File: config.mk
export PLATFORM = sky130hd
export DESIGN_NAME = fft_stage_sequencer
export DESIGN_NICKNAME = d
export VERILOG_FILES = /design/src/rtl/fft_stage_sequencer.sv
export SDC_FILE = /design/constraint.sdc
export NUM_CORES = 1
export LEC_CHECK = 0
export CAP_MARGIN = 20
export CORE_ASPECT_RATIO = 0.8
export CORE_UTILIZATION = 40
export CTS_BUF_LIST = sky130_fd_sc_hd__clkbuf_16
export DETAILED_ROUTE_END_ITERATION = 16
export PLACE_DENSITY = 0.68
export SYNTH_ARGS = -nofsm -noshare
export SYNTH_HDL_FRONTEND = slang
export SYNTH_SLANG_ARGS = --single-unit
File: constraint.sdc
create_clock -name clk -period 4.5 [get_ports clk]
set_input_delay 0.675 -clock clk [delete_from_list [all_inputs] [get_ports clk]]
set_output_delay 0.675 -clock clk [all_outputs]
set_load 0.02 [all_outputs]
File: src/rtl/fft_stage_sequencer.sv
// fft_stage_sequencer: address / strobe sequencer for an in-place radix-2 DIT FFT.
// Issues one butterfly per cycle over a dual-port sample RAM. It generates the read
// addresses, the twiddle ROM index and the operand-valid strobe. It also produces
// write-back addresses delayed by the read latency plus the butterfly latency.
// Optional feature macro: FFT_STAGE_SCALE_EN. When it is defined, scale_o requests
// a per-stage halving in the butterfly.
//
// state | meaning
// IDLE  | waiting for start_i; stage index held at 0
// RUN   | one butterfly issued per cycle, k = 0..N/2-1
// DRAIN | reads paused until the last write of the stage has committed
// DONE  | one-cycle completion pulse

module fft_stage_sequencer #(
  parameter int N_LOG2     = 9,
  parameter int BF_LATENCY = 3,
  parameter int ADDR_W     = N_LOG2
) (
  input  logic              clk,
  input  logic              rst_n,
  input  logic              start_i,
  output logic              busy_o,
  output logic              done_o,
  output logic [ADDR_W-1:0] stage_o,
  output logic              rd_en_o,
  output logic [ADDR_W-1:0] rd_addr_a_o,
  output logic [ADDR_W-1:0] rd_addr_b_o,
  output logic [N_LOG2-2:0] tw_addr_o,
  output logic              bf_valid_o,
  output logic              wr_en_o,
  output logic [ADDR_W-1:0] wr_addr_a_o,
  output logic [ADDR_W-1:0] wr_addr_b_o,
  output logic              scale_o
);

  localparam int PIPE = 1 + BF_LATENCY;
  localparam int KW   = N_LOG2 - 1;
  localparam int DW   = $clog2(PIPE + 1);

  localparam logic [KW-1:0]     K_LAST = '1;
  localparam logic [ADDR_W-1:0] S_LAST = ADDR_W'(N_LOG2 - 1);
  localparam logic [DW-1:0]     D_LOAD = DW'(PIPE);
  localparam logic [DW-1:0]     D_ONE  = DW'(1);

  typedef enum logic [1:0] {
    IDLE  = 2'd0,
    RUN   = 2'd1,
    DRAIN = 2'd2,
    DONE  = 2'd3
  } state_t;

  state_t            state_q, state_d;
  logic [ADDR_W-1:0] s_q, s_d;
  logic [KW-1:0]     k_q, k_d;
  logic [DW-1:0]     dcnt_q, dcnt_d;
  logic              run;

  // State, stage, butterfly and drain-timer registers
  always_ff @(posedge clk or negedge rst_n) begin
    if (!rst_n) begin
      state_q <= IDLE;
      s_q     <= '0;
      k_q     <= '0;
      dcnt_q  <= '0;
    end else begin
      state_q <= state_d;
      s_q     <= s_d;
      k_q     <= k_d;
      dcnt_q  <= dcnt_d;
    end
  end

  // Next-state and counter update
  always_comb begin
    state_d = state_q;
    s_d     = s_q;
    k_d     = k_q;
    dcnt_d  = dcnt_q;
    case (state_q)
      IDLE: begin
        if (start_i) begin
          state_d = RUN;
          s_d     = '0;
          k_d     = '0;
        end
      end
      RUN: begin
        if (k_q == K_LAST) begin
          state_d = DRAIN;
          dcnt_d  = D_LOAD;
        end else begin
          k_d = k_q + KW'(1);
        end
      end
      DRAIN: begin
        if (dcnt_q == D_ONE) begin
          dcnt_d = '0;
          if (s_q == S_LAST) begin
            state_d = DONE;
          end else begin
            state_d = RUN;
            s_d     = s_q + ADDR_W'(1);
            k_d     = '0;
          end
        end else begin
          dcnt_d = dcnt_q - D_ONE;
        end
      end
      DONE: begin
        state_d = IDLE;
        s_d     = '0;
      end
      default: begin
        state_d = IDLE;
      end
    endcase
  end

  assign run     = (state_q == RUN);
  assign busy_o  = (state_q == RUN) || (state_q == DRAIN);
  assign done_o  = (state_q == DONE);
  assign rd_en_o = run;
  assign stage_o = s_q;

  logic [ADDR_W-1:0] k_ext, span, pos, grp, addr_a, tw_full;

  // Butterfly leg addresses and twiddle index from (stage, k)
  always_comb begin
    k_ext   = ADDR_W'(k_q);
    span    = ADDR_W'(1) << s_q;
    pos     = k_ext & (span - ADDR_W'(1));
    grp     = k_ext >> s_q;
    addr_a  = (grp << (s_q + ADDR_W'(1))) | pos;
    tw_full = pos << (S_LAST - s_q);
  end

  // Addresses are forced to zero outside RUN so idle buses stay quiet
  assign rd_addr_a_o = run ? addr_a : '0;
  assign rd_addr_b_o = run ? (addr_a + span) : '0;
  assign tw_addr_o   = run ? tw_full[KW-1:0] : '0;

  logic [PIPE-1:0]   en_d;
  logic [ADDR_W-1:0] wa_d [PIPE];
  logic [ADDR_W-1:0] wb_d [PIPE];

  // Write-back delay line; cleared by reset so an aborted transform never writes
  always_ff @(posedge clk or negedge rst_n) begin
    if (!rst_n) begin
      en_d <= '0;
      for (int i = 0; i < PIPE; i++) begin
        wa_d[i] <= '0;
        wb_d[i] <= '0;
      end
    end else begin
      en_d[0] <= run;
      wa_d[0] <= rd_addr_a_o;
      wb_d[0] <= rd_addr_b_o;
      for (int i = 1; i < PIPE; i++) begin
        en_d[i] <= en_d[i-1];
        wa_d[i] <= wa_d[i-1];
        wb_d[i] <= wb_d[i-1];
      end
    end
  end

  assign bf_valid_o  = en_d[0];
  assign wr_en_o     = en_d[PIPE-1];
  assign wr_addr_a_o = wa_d[PIPE-1];
  assign wr_addr_b_o = wb_d[PIPE-1];

`ifdef FFT_STAGE_SCALE_EN
  assign scale_o = bf_valid_o;
`else
  assign scale_o = 1'b0;
`endif

endmodule
* Word level (Yosys, flattened, before mapping)
Index checks and enable logic that the tools add are counted.
Word-level totals: flip-flop bits (word level) 98, bits in latches 0, memory bits (writable) 0, ROM bits 0, input port bits 3, output and inout port bits 59, word-level logic and storage cells 65, memories kept 0
Cells by class: $add $sub $neg 6, $mul 0, divide/modulo/power cells 0, $lt $le $gt $ge 0, eq/ne operators 11, shift operators 4, muxes and demuxes 20, bitwise gates (word level) 2, reductions and logical operators 9
Operators with widths (number):
- 9-bit 2-to-1 mux | 5
- 8-bit 2-to-1 mux | 5
- 9-bit case mux with 3 select lines | 1
- 8-bit case mux with 3 select lines | 1
- 9-bit by 1-bit adder with 9-bit output, second input constant | 1
- 9-bit adder | 1
- 8-bit by 9-bit AND with 9-bit output | 1
- 9-bit by 4-bit equality test with 1-bit output, second input constant | 1
- 9-bit bitwise OR | 1
- 1-bit by 9-bit left shift with 9-bit output, first input constant | 1
- 9-bit by 9-bit left shift with 8-bit output | 1
- 9-bit by 9-bit left shift with 9-bit output | 1
- 8-bit by 9-bit right shift with 9-bit output | 1
- 4-bit by 9-bit subtractor with 9-bit output, first input constant | 1
- 9-bit by 1-bit subtractor with 9-bit output, second input constant | 1
- 8-bit by 1-bit adder with 8-bit output, second input constant | 1
- 8-bit equality test, second input constant | 1
- 2-bit 2-to-1 mux | 4
- 2-bit != test, second input constant | 4
- 2-bit case mux with 4 select lines | 1
- 3-bit 2-to-1 mux | 2
- 3-bit case mux with 2 select lines | 1
- 3-bit nonzero test | 2
- 5-bit AND reduction | 1
- other kinds (11) | 12

* Longest topological paths before layout
word-level depth 6, depth in mapped cells 19, gate-level depth less buffers 16

* Worst setup path before layout
No wires, ideal clock.
path type register to output, from register s_q[7], in the netlist stage_o[7], to output port rd_addr_b_o[8], data arrival time 4.056 ns, required time 3.825 ns, slack -0.231 ns, stages on the path, launching flop included 18, path buffers 3, path through dfrtp_1 buf_6 nor4_4 nand2_1 clkbuf_1 or3_1 ha_1 clkbuf_1 xnor2_2 a22o_1 ha_1 nor2b_1 o21ai_0 a21oi_1 o21ai_0 a21oi_1 a21o_1 a21oi_1
On the way: cells in the longest elaborated chain, start to end 6, elaborated cells on any way between the ends 9, classes of those cells add/sub: 3; shift: 3; mux: 1; bitwise: 2
Ends and longest elaborated chain:
- start: declaration | RTL line 53 | logic [ADDR_W-1:0] s_q, s_d;
- start signal: assignment | RTL line 62 | s_q <= '0;
- start signal: assignment | RTL line 67 | s_q <= s_d;
- branches (longest 4 deep; another with 9-bit by 1-bit adder with 9-bit output)
- 9-bit adder (*) | RTL line 139 | assign rd_addr_b_o = run ? (addr_a + span) : '0;
- 9-bit 2-to-1 mux (*) | RTL line 139
- end: declaration | RTL line 27 | output logic [ADDR_W-1:0] rd_addr_b_o,
Mark *: on every way between the ends.

* Worst setup path after layout
from register s_q[4], in the netlist stage_o[4], to output port rd_addr_b_o[8]
The elaborated chain is that of the path after synthesis.

==> metrics.yaml <==
logic_synthesis:
  synth_fp_nets: 549
  synth_enable_flop_cells: 0
  ys_types: 71
  ys.warnings.count: 0
  synth.area.top_cells: "dfrtp_1 (48%), ha_1 (4.4%), nand2_1 (3.3%), a21oi_1 (3.2%), buf_4 (2.9%)"
  synthesis.area_um2: 5150
  synth_ff_type: "dfrtp_1"
  yosysTopAreaCell: "dfrtp_1"
  ys_ff_latch: 98
  synth_area_per_cell_um2: 9.78
  synthCells: 527
  synth_top_area_share_pct: 47.6
  ys_async_sr_fraction_pct: 100
  ys_seq_area_share_pct: 47.6
setup_path:
  crit_start: "stage_o[4]$_DFFE_PN0P_"
  crit_path_end: "rd_addr_b_o[8]"
  path_delay_family: "simple AND/OR/NAND/NOR gates"
  r2r_cells: 15
  crit_type: "reg2out"
  cp_num_cells: 16
  worstPathCellList: "or4_4, nor3_4, nand2_2, ha_4, or3_1, a21oi_2, o21ai_2, nand2_1, ha_1, or2_4, a21oi_2, a21oi_2, buf_4, a21o_1, a21oi_4, buf_6"
  cp_common_cell: "a21oi_2"
  slowest_stage: "or4_4"
  path_buf_inv: 2
  r2r_slack_ps: 1150
  cp_max_fo: 6
  reg2reg_from: "stage_o[4]$_DFFE_PN0P_"
  cp.arrival_ps: 3750
  crit_required_ps: 3830
  r2r-end: "wb_d[35]$_DFF_PN0_"
  max_stage_delay_ps: 540
  cp-end-kind: "output port"
  cp-start-kind: "flip-flop"
die:
  die_x_um: 129
  die_h_um: 104
  rows: 36
  ios: 62
  coreArea_um2: 12400
  start_util_pct: 41.6
  die_area_um2: 13300
clock_network:
  clock-sinks: 98
  root_buffer: "clkbuf_16"
  cts_max_level: 3
  clkSlewWorstSetupHoldPaths_ps: 70
  cts_tree: "built"
  clk_latency_ps: 340
  cts_made_buffers: 9
  clk_path_buf_depth: 2
place:
  dp_hpwl_mm: 9.95
  pre_cts_slack_ps: -321
  portBuffers: 60
  gp_congestion: 0.934
sta:
  worstMarginPinSlew_ps: 804
  fin_ws_ps: 79.1
  max_slew_margin_pct: 46.4
  holdWs_ps: 342
  clock.fmax_ghz: 0.226
  final.setup.tns_ps: 0
  grt_setup_unrepaired: "yes"
  period_needed_ps: 4420
  hold_viol: 0
  finalCritPeriodShare_pct: 98.2
  slew_viol_final: 0
  finalSetupViolations: 0
  fin_skew_ps: 10.9
grt:
  grt_max_degree: 67
  grt_usage_pct: 20.9
  antenna_found_initial: 0
  grt_pass1_vias: 4199
  grt_remaining_overflow: 0
  grt_pass1_wl_mm: 21.7
routing:
  vias_per_cell: 5.32
  drt-initial-drc-count: 248
  met3_length_um: 834
  wl_mm: 13.4
  top_layer_used: "met4"
  ant_nets: 0
  post_drt_wl_per_cell_um: 16.0
  vias: 4447
  drtPass1Iterations: 5
  drcViolationCount: 0
  drt-met1-wl_mm: 5.99
  wl_met2_mm: 6.32
layout:
  final_common_cell: "buf_4"
  n_antenna_cell: 0
  finish.net_count: 682
  mostFrequentLayoutCells: "buf_4 (114), dfrtp_1 (95), clkdlybuf4s50_1 (51), nand2_1 (42), nor2_1 (33)"
  utilization_pct: 56.2
  drive_above_1_share_pct: 27.7
  area_growth_pct: 35.2
pwr:
  p_leak_nw: 3.27
  ir_drop_uv: 325
  power_density_nw_per_um2: 495
run_status:
  status: "finished, final reports clean"
flow_run:
  drv_cap: 0
hold_path:
  min_path_type: "reg2reg"
repair_timing:
action	4_1_cts	5_1_grt
setup endpoints to repair	7	7
pin swaps	8	22
resized for setup	32	33
hold buffers	0	0
buffers inserted	7	11
worst min path at each step:
stage	from	to	depth (start not counted)
global route	wa_d[10]$_DFF_PN0_	wr_addr_a_o[1]$_DFF_PN0_	0
CTS	wb_d[21]$_DFF_PN0_	wb_d[12]$_DFF_PN0_	0
detailed placement	wa_d[23]$_DFF_PN0_	wa_d[14]$_DFF_PN0_	0
global placement	wa_d[35]$_DFF_PN0_	wa_d[26]$_DFF_PN0_	0
floorplan	en_d[1]$_DFF_PN0_	en_d[2]$_DFF_PN0_	0
finish	wb_d[21]$_DFF_PN0_	wb_d[12]$_DFF_PN0_	0
state kept, by name, indices dropped and copies added (netlist names):
name         cells
k_q              8
dcnt_q           3
state_q          2
wr_addr_a_o      9
stage_o          9
wa_d            27
wr_addr_b_o      9
en_d             4
wb_d            27
routing by layer:
| metal | global-route usage [%] | vias up |
|---|---|---|
| met5 | 0 | - |
| met2 | 33.5 | 185 |
| li1 | - | 2113 |
| met1 | 28.7 | 2126 |
| met4 | 5.71 | 0 |
| met3 | 4.24 | 23 |
synthesized netlist by cell type (7+ instances only):
cell and instances:
inv_1 15, a21oi_1 33, ha_1 18, dfrtp_1 98
a21o_1 8, mux2i_1 12, o31ai_1 10, clkbuf_1 16
nor2_1 35, a22o_1 9, buf_2 11, and2_1 12
o21ai_1 8, o211ai_1 9, o21ai_0 27, nor3_1 15
nand3_1 20, nand2_1 45, nand2b_1 9, or3_1 7
nor2b_1 7, buf_4 20
final cells by class:
cell class,instances,area (µm²)
repair buffers,175,1470
fillers,1068,5420
well taps,171,214
multi-input cells,359,2470
clock inverters,7,61.3
inverters,17,66.3
flip-flops and latches,98,2460
clock buffers,9,225
report_power, final:
part | internal, mW | switching [mW] | total [mW]
clock network | 0.385 | 0.339 | 0.724
logic | 0.722 | 0.878 | 1.60
registers | 1.06 | 0.0668 | 1.13
total | 2.17 | 1.28 | 3.45
worst reg2reg max path, stage by stage, from the launching register on:
cell     delay, ps
dfrtp_2        430
or4_4          540
nor3_4         170
nand2_2        100
ha_4           190
or3_1          370
a21oi_2        160
o21ai_2         80
nand2_1         80
ha_1           230
or2_4          260
a21oi_2        130
a21oi_2         50
buf_4          130
a21o_1         170
a21oi_4        160
logic make-up (layout without fill, tap and decap cells):
logic type                 Yosys count  after routing  share of synthesized area, %
and+or+nand+nor                    177            177                          17.8
xor gates and xnor gates            10             10                          1.85
muxes                               14             14                          2.99
buffers and inverters               70            208                          7.36
AOI/OAI and AO/OA                  138            138                          17.6
adders and majority gates           19             19                          4.76
other                                1              1                        0.0728
DFF                                 98             98                          47.6
metrics by stage:
stage          area (µm²)  cells  power [mW]
3_5_place_dp         6390    802        2.59
6_report             6970    836        3.45
5_1_grt              6970    836        3.66
3_3_place_gp         6390    802        2.55
2_1_floorplan        5170    527        1.99
4_1_cts              6770    825        3.37
Power figures use the tool's default switching activity.
